<file path="src/rtl/he_scale_encoder_if.sv">
// Request/response bundle for he_scale_encoder (parameter W = operand width).
// Handshake: a request transfers on a posedge where valid_i && ready_o; each result is a one-cycle done_o pulse.
interface he_scale_encoder_if #(parameter int W = 32);
    logic [W-1:0] t;
    logic [W-1:0] q;
    logic [W-1:0] data_i;
    logic         valid_i;
    logic         ready_o;
    logic [W-1:0] data_o;
    logic         done_o;
    logic         err_o;

    modport master (output t, q, data_i, valid_i, input ready_o, data_o, done_o, err_o);
    modport slave  (input t, q, data_i, valid_i, output ready_o, data_o, done_o, err_o);
endinterface

</file>
<file path="src/rtl/he_scale_encoder.sv">
// Iterative scaler: data_o = floor(data_i * q / t) mod q (shift-add multiply, two restoring divides).
// Define HE_ENC_ROUND_EN to add floor(t/2) before the first divide (round-to-nearest).
module he_scale_encoder #(
    parameter int W = 32
) (
    input  logic              clk,
    input  logic              rst,
    he_scale_encoder_if.slave bus,
    output logic [2:0]        dbg_state_o
);
    localparam int CW = $clog2(2 * W);
    localparam logic [CW-1:0] MUL_LAST = CW'(W - 1);
    localparam logic [CW-1:0] DIV_LAST = CW'(2 * W - 1);

    typedef enum logic [2:0] {
        S_IDLE = 3'd0,
        S_MUL  = 3'd1,
        S_DIV  = 3'd2,
        S_MOD  = 3'd3,
        S_DONE = 3'd4
    } state_t;

    state_t         state_q, state_d;
    logic [CW-1:0]  cnt_q, cnt_d;
    logic [W-1:0]   msg_q, msg_d;
    logic [W-1:0]   tmod_q, tmod_d;
    logic [W-1:0]   qmod_q, qmod_d;
    logic [2*W-1:0] mc_q, mc_d;
    logic [2*W-1:0] p_q, p_d;
    logic [W-1:0]   rem_q, rem_d;
    logic [W-1:0]   data_q, data_d;
    logic           done_q, done_d;
    logic           err_q, err_d;

    logic [2*W-1:0] mul_acc;
    logic [2*W-1:0] div_init;
    logic [W-1:0]   rem_init;
    logic [W-1:0]   divisor;
    logic [W:0]     trial;
    logic [W-1:0]   diff;
    logic           q_bit;
    logic [W-1:0]   step_rem;
    logic [2*W-1:0] step_p;

    assign mul_acc = msg_q[0] ? (p_q + mc_q) : p_q;

`ifdef HE_ENC_ROUND_EN
    // One extra bit carries the rounding sum; it seeds the remainder of the first divide.
    logic [2*W:0] rounded;
    assign rounded  = {1'b0, mul_acc} + {{(W + 2){1'b0}}, tmod_q[W-1:1]};
    assign div_init = rounded[2*W-1:0];
    assign rem_init = {{(W - 1){1'b0}}, rounded[2*W]};
`else
    assign div_init = mul_acc;
    assign rem_init = '0;
`endif

    // Shared restoring-division step: p_q shifts out the dividend MSB and takes in the quotient bit.
    assign divisor  = (state_q == S_MOD) ? qmod_q : tmod_q;
    assign trial    = {rem_q, p_q[2*W-1]};
    assign q_bit    = (trial >= {1'b0, divisor});
    assign diff     = trial[W-1:0] - divisor;
    assign step_rem = q_bit ? diff : trial[W-1:0];
    assign step_p   = {p_q[2*W-2:0], q_bit};

    always_comb begin
        state_d = state_q;
        cnt_d   = cnt_q;
        msg_d   = msg_q;
        tmod_d  = tmod_q;
        qmod_d  = qmod_q;
        mc_d    = mc_q;
        p_d     = p_q;
        rem_d   = rem_q;
        data_d  = data_q;
        done_d  = 1'b0;
        err_d   = err_q;
        case (state_q)
            S_IDLE: begin
                if (bus.valid_i) begin
                    msg_d   = bus.data_i;
                    tmod_d  = bus.t;
                    qmod_d  = bus.q;
                    mc_d    = {{W{1'b0}}, bus.q};
                    p_d     = '0;
                    rem_d   = '0;
                    cnt_d   = '0;
                    err_d   = 1'b0;
                    state_d = S_MUL;
                end
            end
            S_MUL: begin
                if (tmod_q == '0 || qmod_q == '0) begin
                    data_d  = '0;
                    err_d   = 1'b1;
                    done_d  = 1'b1;
                    state_d = S_DONE;
                end else begin
                    p_d   = mul_acc;
                    msg_d = msg_q >> 1;
                    mc_d  = mc_q << 1;
                    cnt_d = cnt_q + CW'(1);
                    if (cnt_q == MUL_LAST) begin
                        p_d     = div_init;
                        rem_d   = rem_init;
                        cnt_d   = '0;
                        state_d = S_DIV;
                    end
                end
            end
            S_DIV: begin
                p_d   = step_p;
                rem_d = step_rem;
                cnt_d = cnt_q + CW'(1);
                if (cnt_q == DIV_LAST) begin
                    rem_d   = '0;
                    cnt_d   = '0;
                    state_d = S_MOD;
                end
            end
            S_MOD: begin
                p_d   = step_p;
                rem_d = step_rem;
                cnt_d = cnt_q + CW'(1);
                if (cnt_q == DIV_LAST) begin
                    data_d  = step_rem;
                    done_d  = 1'b1;
                    cnt_d   = '0;
                    state_d = S_DONE;
                end
            end
            S_DONE: begin
                state_d = S_IDLE;
            end
            default: begin
                state_d = S_IDLE;
            end
        endcase
    end

    always_ff @(posedge clk) begin
        if (!rst) begin
            state_q <= S_IDLE;
            cnt_q   <= '0;
            msg_q   <= '0;
            tmod_q  <= '0;
            qmod_q  <= '0;
            mc_q    <= '0;
            p_q     <= '0;
            rem_q   <= '0;
            data_q  <= '0;
            done_q  <= 1'b0;
            err_q   <= 1'b0;
        end else begin
            state_q <= state_d;
            cnt_q   <= cnt_d;
            msg_q   <= msg_d;
            tmod_q  <= tmod_d;
            qmod_q  <= qmod_d;
            mc_q    <= mc_d;
            p_q     <= p_d;
            rem_q   <= rem_d;
            data_q  <= data_d;
            done_q  <= done_d;
            err_q   <= err_d;
        end
    end

    assign bus.ready_o  = (state_q == S_IDLE);
    assign bus.data_o   = data_q;
    assign bus.done_o   = done_q;
    assign bus.err_o    = err_q;
    assign dbg_state_o  = 3'(state_q);
endmodule

</file>
<file path="src/flat_wrapper.sv">
// flat-port wrapper written by rule: the top's interface ports become plain ports
module he_scale_encoder_flat 
#(
    parameter int W = 32
)
  (clk, rst, dbg_state_o, bus_t, bus_q, bus_data_i, bus_valid_i, bus_ready_o, bus_data_o, bus_done_o, bus_err_o);
  he_scale_encoder_if #(.W(W)) bus_i ();
  input  logic clk;
  input  logic rst;
  output logic [2:0] dbg_state_o;
  input wire logic [$bits(bus_i.t)-1:0] bus_t;
  input wire logic [$bits(bus_i.q)-1:0] bus_q;
  input wire logic [$bits(bus_i.data_i)-1:0] bus_data_i;
  input wire logic [$bits(bus_i.valid_i)-1:0] bus_valid_i;
  output wire logic [$bits(bus_i.ready_o)-1:0] bus_ready_o;
  output wire logic [$bits(bus_i.data_o)-1:0] bus_data_o;
  output wire logic [$bits(bus_i.done_o)-1:0] bus_done_o;
  output wire logic [$bits(bus_i.err_o)-1:0] bus_err_o;
  assign bus_i.t = bus_t;
  assign bus_i.q = bus_q;
  assign bus_i.data_i = bus_data_i;
  assign bus_i.valid_i = bus_valid_i;
  assign bus_ready_o = bus_i.ready_o;
  assign bus_data_o = bus_i.data_o;
  assign bus_done_o = bus_i.done_o;
  assign bus_err_o = bus_i.err_o;
  he_scale_encoder #(.W(W)) u_core (.clk(clk), .rst(rst), .bus(bus_i), .dbg_state_o(dbg_state_o));
endmodule
</file>
<file path="config.mk">
export PLATFORM = sky130hd
export DESIGN_NAME = he_scale_encoder_flat
export DESIGN_NICKNAME = d
export VERILOG_FILES = /design/src/rtl/he_scale_encoder_if.sv /design/src/rtl/he_scale_encoder.sv /design/src/flat_wrapper.sv
export SDC_FILE = /design/constraint.sdc
export NUM_CORES = 1
export LEC_CHECK = 0
export BUFFER_PORTS_ARGS = -buffer_cell sky130_fd_sc_hd__buf_2
export CAP_MARGIN = 25
export CORE_UTILIZATION = 60
export CTS_BUF_LIST = sky130_fd_sc_hd__clkbuf_4 sky130_fd_sc_hd__clkbuf_8 sky130_fd_sc_hd__clkbuf_16
export CTS_CLUSTER_DIAMETER = 120
export DETAILED_ROUTE_END_ITERATION = 10
export GPL_ROUTABILITY_DRIVEN = 0
export PLACE_DENSITY = 0.8
export SYNTH_ARGS = -nofsm -noshare
export SYNTH_HDL_FRONTEND = slang
export SYNTH_SLANG_ARGS = --single-unit
</file>
<file path="constraint.sdc">
create_clock -name clk -period 7.7 [get_ports clk]
set_clock_uncertainty 0.05 [all_clocks]
set_input_delay 0.385 -clock clk [delete_from_list [all_inputs] [get_ports clk]]
set_output_delay 0.385 -clock clk [all_outputs]
set_load 0.1 [all_outputs]
</file>
==> run metrics, run 1 <==
status=finished, final reports clean; reg-to-reg slack, setup=3.03 ns; synthesized flop and latch total=299; Post-Syn Area=18000 sq um; Min-Delay Path Depth=3; slack of the critical path=3.03 ns; hold_buf cts=0; first-pass GRT wire length=81.4 mm; leading post-synthesis cells by cell area=sky130_fd_sc_hd__dfxtp_1 33%, sky130_fd_sc_hd__nand2_1 9.3%, sky130_fd_sc_hd__ha_1 6.7%, sky130_fd_sc_hd__a21boi_0 4.5%, sky130_fd_sc_hd__o21ai_0 4.4%; maxcap violations=0; clock tree from TritonCTS=done; setup tns final=0 ns; top-area cell type share of the netlist area=0.332; Setup violations, final=0; CTS clk-pin slew, worst paths=0.06 ns; worst endpoint data arrival time=4.99 ns; r2r endpoint=u_core.bus.data_o[1]$_SDFFE_PN0P_; Synth async-reset ratio=0; Crit Path Category=reg2reg; GR Overflow Total=0; number of diodes=0; worst-margin pin slew=1.03 ns; Worst Hold Class=in2reg; worst path required time=8.02 ns; detailed-route wire length=49.9 mm; register area share after synthesis=0.332; largest net degree at the start of global routing=123; largest area contributor in the synthesized netlist=sky130_fd_sc_hd__dfxtp_1; peak clock frequency supported by timing=214 MHz; clock net sink count=299; number of buffers on the longest clock path=3; average wire per standard cell=18.3 um; cells resized by post-CTS repair=0; worst-case headroom to the max-slew limit=0.313; width of the chip=175 um; final net count=2519; Tmin final=4.67 ns; number of flops mapped to enable cells by yosys=0; post-DP HPWL=34.5 mm; Placed Instances=2674; PwrDens=354 nW/um^2; fraction of layout instances using a drive strength above 1=0.103; Inserted Clock Buffers=34; final non-filler cell total=2731; Detail Route Antenna Nets=0; via density per instance=6.35; endpoint of the worst hold path=u_core.tmod_q[13]$_SDFFE_PN0P_; crit start category=flip-flop; setup repair after global routing missed its margin=false; pre-CTS WS=2.90 ns; effective utilization at floorplan=0.609; Layout area overhead=9.77%; Final Cycle Share=0.607; average cell area after synthesis=7.82 sq um; total leakage power=8.67 nW; Worst R2R Path Depth=16; first-iteration detailed-routing DRC count=1762; drt drc=0; total number of vias=17.3k; drt first pass iters=7; number of I/O port buffers=136; top flip-flop cell by instance count after synthesis=sky130_fd_sc_hd__dfxtp_1; buffer cell driving the clock tree root=sky130_fd_sc_hd__clkbuf_16; launch instance of the worst min-delay path=bus_t[13]; Die Y=175 um; type of destination of the critical path=flip-flop; Post-Synthesis Cells=2305; Net Count, Synth=2502; Die Outline Area=30800 sq um; Hold Vio Cnt, Final=0; clock latency at the later pin of the worst-skew pair=0.52 ns; number of slew-limit violations in the final report=0; global router's overall resource usage=0.318; number of warnings printed during yosys synthesis=0; number of antenna violations at the first check in global routing=1; maximum fanout encountered on the critical timing path=37; Core Rows=63; number of global-route vias before repair=16.3k; Worst VDD drop=0.234 mV; Post CTS Setup Buffer Count=0; # H-tree levels=2; Reg2Reg Launch Point=u_core.dbg_state_o[1]$_SDFFE_PN0P_; count of pins on the block boundary=137; core area=29600 sq um; count of cell types in the netlist=72
-- cells in the final DEF (no fill, tap or decap), drive strengths merged, types with 12 or more instances in the layout --
cell | synthesis | layout
inv | 31 | 33
xor2 | 33 | 33
o211a | 64 | 64
clkbuf | 150 | 46
buf | 21 | 152
nand4 | 39 | 39
nor4 | 18 | 18
a21oi | 124 | 124
and3 | 16 | 16
nand3 | 122 | 122
nor2 | 121 | 121
mux2i | 52 | 52
ha | 96 | 96
dfxtp | 299 | 299
nor3 | 28 | 28
a21boi | 108 | 108
xnor2 | 50 | 50
a221oi | 50 | 50
nand2b | 12 | 12
o21bai | 19 | 19
o21ai | 172 | 172
nor3b | 25 | 25
nor2b | 17 | 17
nand2 | 445 | 445
a21o | 59 | 59
a31oi | 16 | 16
-- through the flow --
| stage | utilization | hold WS [ns] | cell area, sq um | power (mW) |
|---|---|---|---|---|
| after global routing | 0.668 | 0.0596 | 19800 | 7.45 |
| after global placement | 0.630 | 0.384 | 18700 | 5.30 |
| after floorplan | - | 0.376 | 18000 | 4.67 |
| after CTS | 0.666 | 0.0539 | 19800 | 6.96 |
| final | 0.668 | 0.0605 | 19800 | 7.00 |
| after detailed placement | 0.631 | 0.392 | 18700 | 5.41 |
-- cells by family after synthesis --
family / synth area share
compound gates: 0.269
buf+inv: 0.0445
fa+ha+maj: 0.0688
mux: 0.0307
xor+xnor: 0.0403
flops: 0.332
simple gates: 0.215
-- sequential cells by signal (all words and copies together) (netlist names), 3 cells and up --
signal              flops
u_core.bus.data_o      32
u_core.qmod_q          32
u_core.p_q             64
u_core.dbg_state_o      3
u_core.msg_q           32
u_core.cnt_q            6
u_core.rem_q           32
u_core.tmod_q          32
u_core.mc_q            64
-- cell usage after synthesis, drive strengths merged, types with 4 or more instances --
cell type  count
or3            4
o21ai        172
nor3b         25
clkbuf       150
o31ai          9
nand2b        12
a21oi        124
o21a          10
inv           31
xnor2         50
nor3          28
nand2        445
and3          16
ha            96
and2          10
a221oi        50
o22ai          4
dfxtp        299
o211ai         8
nand4         39
nor2b         17
or2            4
o2111ai        5
a311oi         4
a21boi       108
nand3        122
mux2i         52
a22o          10
o211a         64
a21o          59
nor2         121
nor4          18
xor2          33
buf           21
a211oi         7
a31oi         16
o21bai        19
-- where the power goes --
group	total (mW)	switching [mW]	internal (mW)	leakage (nW)
sequential	2.19	0.297	1.89	2.44
clock	1.54	0.647	0.892	0.522
combinational	3.27	2.11	1.17	5.71
total	7.00	3.05	3.95	8.67
-- per-layer routing --
| metal | vias up | routed length, um | GRT usage |
|---|---|---|---|
| li1 | 8315 | - | - |
| met1 | 8204 | 20900 | 0.411 |
| met4 | 0 | 1740 | 0.128 |
| met5 | - | 0 | 0 |
| met2 | 691 | 23500 | 0.534 |
| met3 | 137 | 3730 | 0.0435 |
-- layout make-up --
cell class                      instances  area (sq um)
Multi-Input combinational cell       1804         11300
Sequential cell                       299          5990
Tap cell                              390           488
Timing Repair Buffer                  152           852
Clock inverter                          9          72.6
Clock buffer                           46           978
Inverter                               31           116
Fill cell                            2529          9840
-- worst max-delay path, cell delays in order, from the launching register on --
cell and delay (ns):
sky130_fd_sc_hd__dfxtp_1 0.51, sky130_fd_sc_hd__nor2b_4 0.21, sky130_fd_sc_hd__and2_2 0.49, sky130_fd_sc_hd__buf_12 0.26, sky130_fd_sc_hd__mux2_2 0.38, sky130_fd_sc_hd__inv_1 0.07, sky130_fd_sc_hd__ha_1 0.24, sky130_fd_sc_hd__nand2b_1 0.09
sky130_fd_sc_hd__a21oi_1 0.09, sky130_fd_sc_hd__o21ai_1 0.20, sky130_fd_sc_hd__a311oi_1 0.20, sky130_fd_sc_hd__o31ai_2 0.34, sky130_fd_sc_hd__nand4_1 0.13, sky130_fd_sc_hd__a311o_2 0.57, sky130_fd_sc_hd__buf_12 0.26, sky130_fd_sc_hd__o21ai_0 0.30
sky130_fd_sc_hd__o21ai_0 0.11
-- worst max path at each step --
stage | start | to | depth (start not counted)
6_report | u_core.dbg_state_o[1]$_SDFFE_PN0P_ | u_core.bus.data_o[1]$_SDFFE_PN0P_ | 16
5_1_grt | u_core.dbg_state_o[1]$_SDFFE_PN0P_ | u_core.bus.data_o[1]$_SDFFE_PN0P_ | 16
4_1_cts | u_core.dbg_state_o[1]$_SDFFE_PN0P_ | u_core.rem_q[26]$_SDFFE_PN0P_ | 15
3_5_place_dp | u_core.dbg_state_o[1]$_SDFFE_PN0P_ | u_core.rem_q[1]$_SDFFE_PN0P_ | 14
3_3_place_gp | u_core.dbg_state_o[1]$_SDFFE_PN0P_ | u_core.rem_q[30]$_SDFFE_PN0P_ | 14
2_1_floorplan | u_core.dbg_state_o[1]$_SDFFE_PN0P_ | u_core.rem_q[29]$_SDFFE_PN0P_ | 19
(Power assumes the default switching activity.)
==> run 2: changes to the inputs <==
==> constraint.sdc (replaced) <==
create_clock -name clk -period 4.4 [get_ports clk]
set_clock_uncertainty 0.05 [all_clocks]
set_input_delay 0.22 -clock clk [delete_from_list [all_inputs] [get_ports clk]]
set_output_delay 0.22 -clock clk [all_outputs]
set_load 0.1 [all_outputs]
==> run 2 against run 1 <==
Effect of this change: flip-flop and latch count did not move; cell area increased by 5.1%; clock-buffer cell count down 2; worst setup slack got worse by 2.7 ns; fmax increased by 14%; combinational power grew 81%; core utilization increased by 3.4 points; worst hold slack got worse by 0.053 ns; sequential share of layout area fell by 1.5 points; sequential power rose by 78%; largest cell class unchanged; largest power group unchanged; highest routed layer unchanged.
==> run metrics, run 2 (same netlist as run 1, synthesis figures left out) <==
status=finished, final reports clean; most used cells in the layout excluding fill and tap cells=443 x sky130_fd_sc_hd__nand2_1, 298 x sky130_fd_sc_hd__dfxtp_1, 158 x sky130_fd_sc_hd__o21ai_0; number of I/O port buffers=136; core area=29600 sq um; clock net sink count=299; clock tree from TritonCTS=done; most common cell after layout, fill and taps aside=sky130_fd_sc_hd__nand2_1; cells traversed along the worst timing path=nor2b_4 > and2_4 > buf_4 > mux2i_1 > ha_1 > o211ai_1 > nor2_1 > o21ai_1 > a311oi_2 > o31ai_2 > nand4_1 > a311o_2 > buf_6 > o21ai_0 > o21ai_0; total number of vias=18.1k; count of pins on the block boundary=137; CP dominant cell by count=sky130_fd_sc_hd__o21ai_0; number of buffers on the longest clock path=3; drt drc=0; worst path required time=4.71 ns; detailed-route wire length=53.0 mm; Internal Dissipation=7.39 mW; worst endpoint data arrival time=4.39 ns; final net count=2602; setup repair after global routing missed its margin=false; worst-path cell with the longest stage delay=sky130_fd_sc_hd__a311o_2; Inserted Clock Buffers=34; worst-margin pin slew=1.05 ns; Largest stage delay, worst path=0.46 ns; delay-heaviest family, CP=compound AO/OA/AOI/OAI gates; filler cell count in the final layout=2289; fraction of layout instances using a drive strength above 1=0.107; Die Y=175 um; total power=12.9 mW; Worst R2R Path Depth=15; crit start category=flip-flop; number of slew-limit violations in the final report=0; maxcap violations=0; first-pass GRT wire length=85.2 mm; Hold Vio Cnt, Final=0; # H-tree levels=2; r2r endpoint=u_core.bus.data_o[1]$_SDFFE_PN0P_; Layout area overhead=15.4%; count of cell instances traversed by the critical path=15; Switch Pwr=5.52 mW; peak clock frequency supported by timing=245 MHz; total leakage power=9.12 nW; Worst VDD drop=0.385 mV; reg-to-reg slack, setup=0.31 ns; Setup violations, final=0; PwrDens=621 nW/um^2; effective utilization at floorplan=0.609; width of the chip=175 um; fraction of the core area covered by cells at the end of the flow=0.702; type of destination of the critical path=flip-flop; clock share of power=0.241; worst path bufs/invs=2; drt first pass iters=6; post-DP HPWL=34.8 mm; clock latency at the later pin of the worst-skew pair=0.51 ns; buffer cell driving the clock tree root=sky130_fd_sc_hd__clkbuf_16; CTS clk-pin slew, worst paths=0.06 ns; largest net degree at the start of global routing=135; Die Outline Area=30800 sq um; Post CTS Setup Buffer Count=0; Worst Hold Class=in2reg; GR Overflow Total=0; maximum fanout encountered on the critical timing path=46; capture point of the worst path=u_core.bus.data_o[1]$_SDFFE_PN0P_; Core Rows=63; sequential share of power=0.302; power share of the combinational group=0.457; Reg2Reg Launch Point=u_core.dbg_state_o[1]$_SDFFE_PN0P_; Tmin final=4.09 ns; worst-case headroom to the max-slew limit=0.302; first-iteration detailed-routing DRC count=1853; via density per instance=6.41; global router's overall resource usage=0.335; number of global-route vias before repair=17.1k; biggest regs=u_core.mc_q (64), u_core.p_q (64); switching power as a share of total power=0.428; start point of the critical path=u_core.dbg_state_o[1]$_SDFFE_PN0P_; Detail Route Antenna Nets=0; Crit Path Category=reg2reg; number of antenna violations at the first check in global routing=0; average wire per standard cell=18.8 um; Final Cycle Share=0.929
## run 2: cell types whose count changed in the layout (fill, tap and decap cells not counted), sizes merged
cell,before,now
diode,0,1
clkbuf,46,44
bufinv,0,6
dlygate4sd3,0,71
inv,33,34
buf,152,164
## run 2: worst min path at each step
stage	slack, ns	depth (start not counted)	end	start
after CTS	0.002	4	u_core.msg_q[3]$_SDFFE_PN0P_	bus_data_i[3]
after global routing	0.02	4	u_core.msg_q[7]$_SDFFE_PN0P_	bus_data_i[7]
final	0.007	4	u_core.msg_q[28]$_SDFFE_PN0P_	bus_data_i[28]
after floorplan	0.31	2	u_core.tmod_q[31]$_SDFFE_PN0P_	bus_t[31]
after detailed placement	0.39	2	u_core.bus.data_o[8]$_SDFFE_PN0P_	u_core.bus.data_o[8]$_SDFFE_PN0P_
after global placement	0.38	2	u_core.bus.data_o[21]$_SDFFE_PN0P_	u_core.bus.data_o[21]$_SDFFE_PN0P_
## run 2: per-layer routing
layer  GRT usage  wire [um]  vias up
li1            -          -     8495
met1       0.415      21300     8599
met2       0.569      25300      804
met3      0.0407       3870      190
met4       0.177       2560        0
met5           0          0        -
## run 2: area by class of cell
| type | count | area, sq um | area share |
|---|---|---|---|
| diodes | 1 | 2.50 | 0.000120 |
| clock buffers | 44 | 975 | 0.0468 |
| clock inverters | 16 | 254 | 0.0122 |
| inverters | 31 | 116 | 0.00559 |
| multi-input cells | 1804 | 11300 | 0.543 |
| flip-flops and latches | 299 | 5990 | 0.288 |
| well taps | 390 | 488 | 0.0235 |
| repair buffers | 235 | 1680 | 0.0808 |
## run 2: power groups by stage
stage / Combinational (mW) / Sequential (mW) / Clock [mW]
6_report: 5.91 / 3.90 / 3.11
5_1_grt: 6.47 / 3.94 / 3.25
4_1_cts: 5.71 / 3.85 / 3.12
3_5_place_dp: 5.61 / 3.90 / 0
3_3_place_gp: 5.45 / 3.88 / 0
2_1_floorplan: 4.44 / 3.74 / 0
## run 2: per-stage QoR
step	TNS, ns	cells	hold WS, ns	instance area, sq um	setup WS, ns
final	0	2820	0.00714	20800	0.312
after global routing	0	2819	0.0215	20800	0.0318
after CTS	0	2815	0.00246	20700	0.0520
after detailed placement	0	2684	0.388	18800	0.0931
after global placement	0	2684	0.380	18800	0.225
after floorplan	-15.14	2305	0.315	18000	-0.337
## run 2: worst min-delay path, cell delays in order
cell and delay [ns]:
sky130_fd_sc_hd__buf_2 0.07, sky130_fd_sc_hd__nand2_1 0.04, sky130_fd_sc_hd__nand3_1 0.07, sky130_fd_sc_hd__o211a_1 0.14
## run 2: timing repair
action,4_1_cts,5_1_grt
hold buffers,71,0
setup endpoints to repair,0,59
endpoints found under the hold margin,71,0
resized for setup,0,5
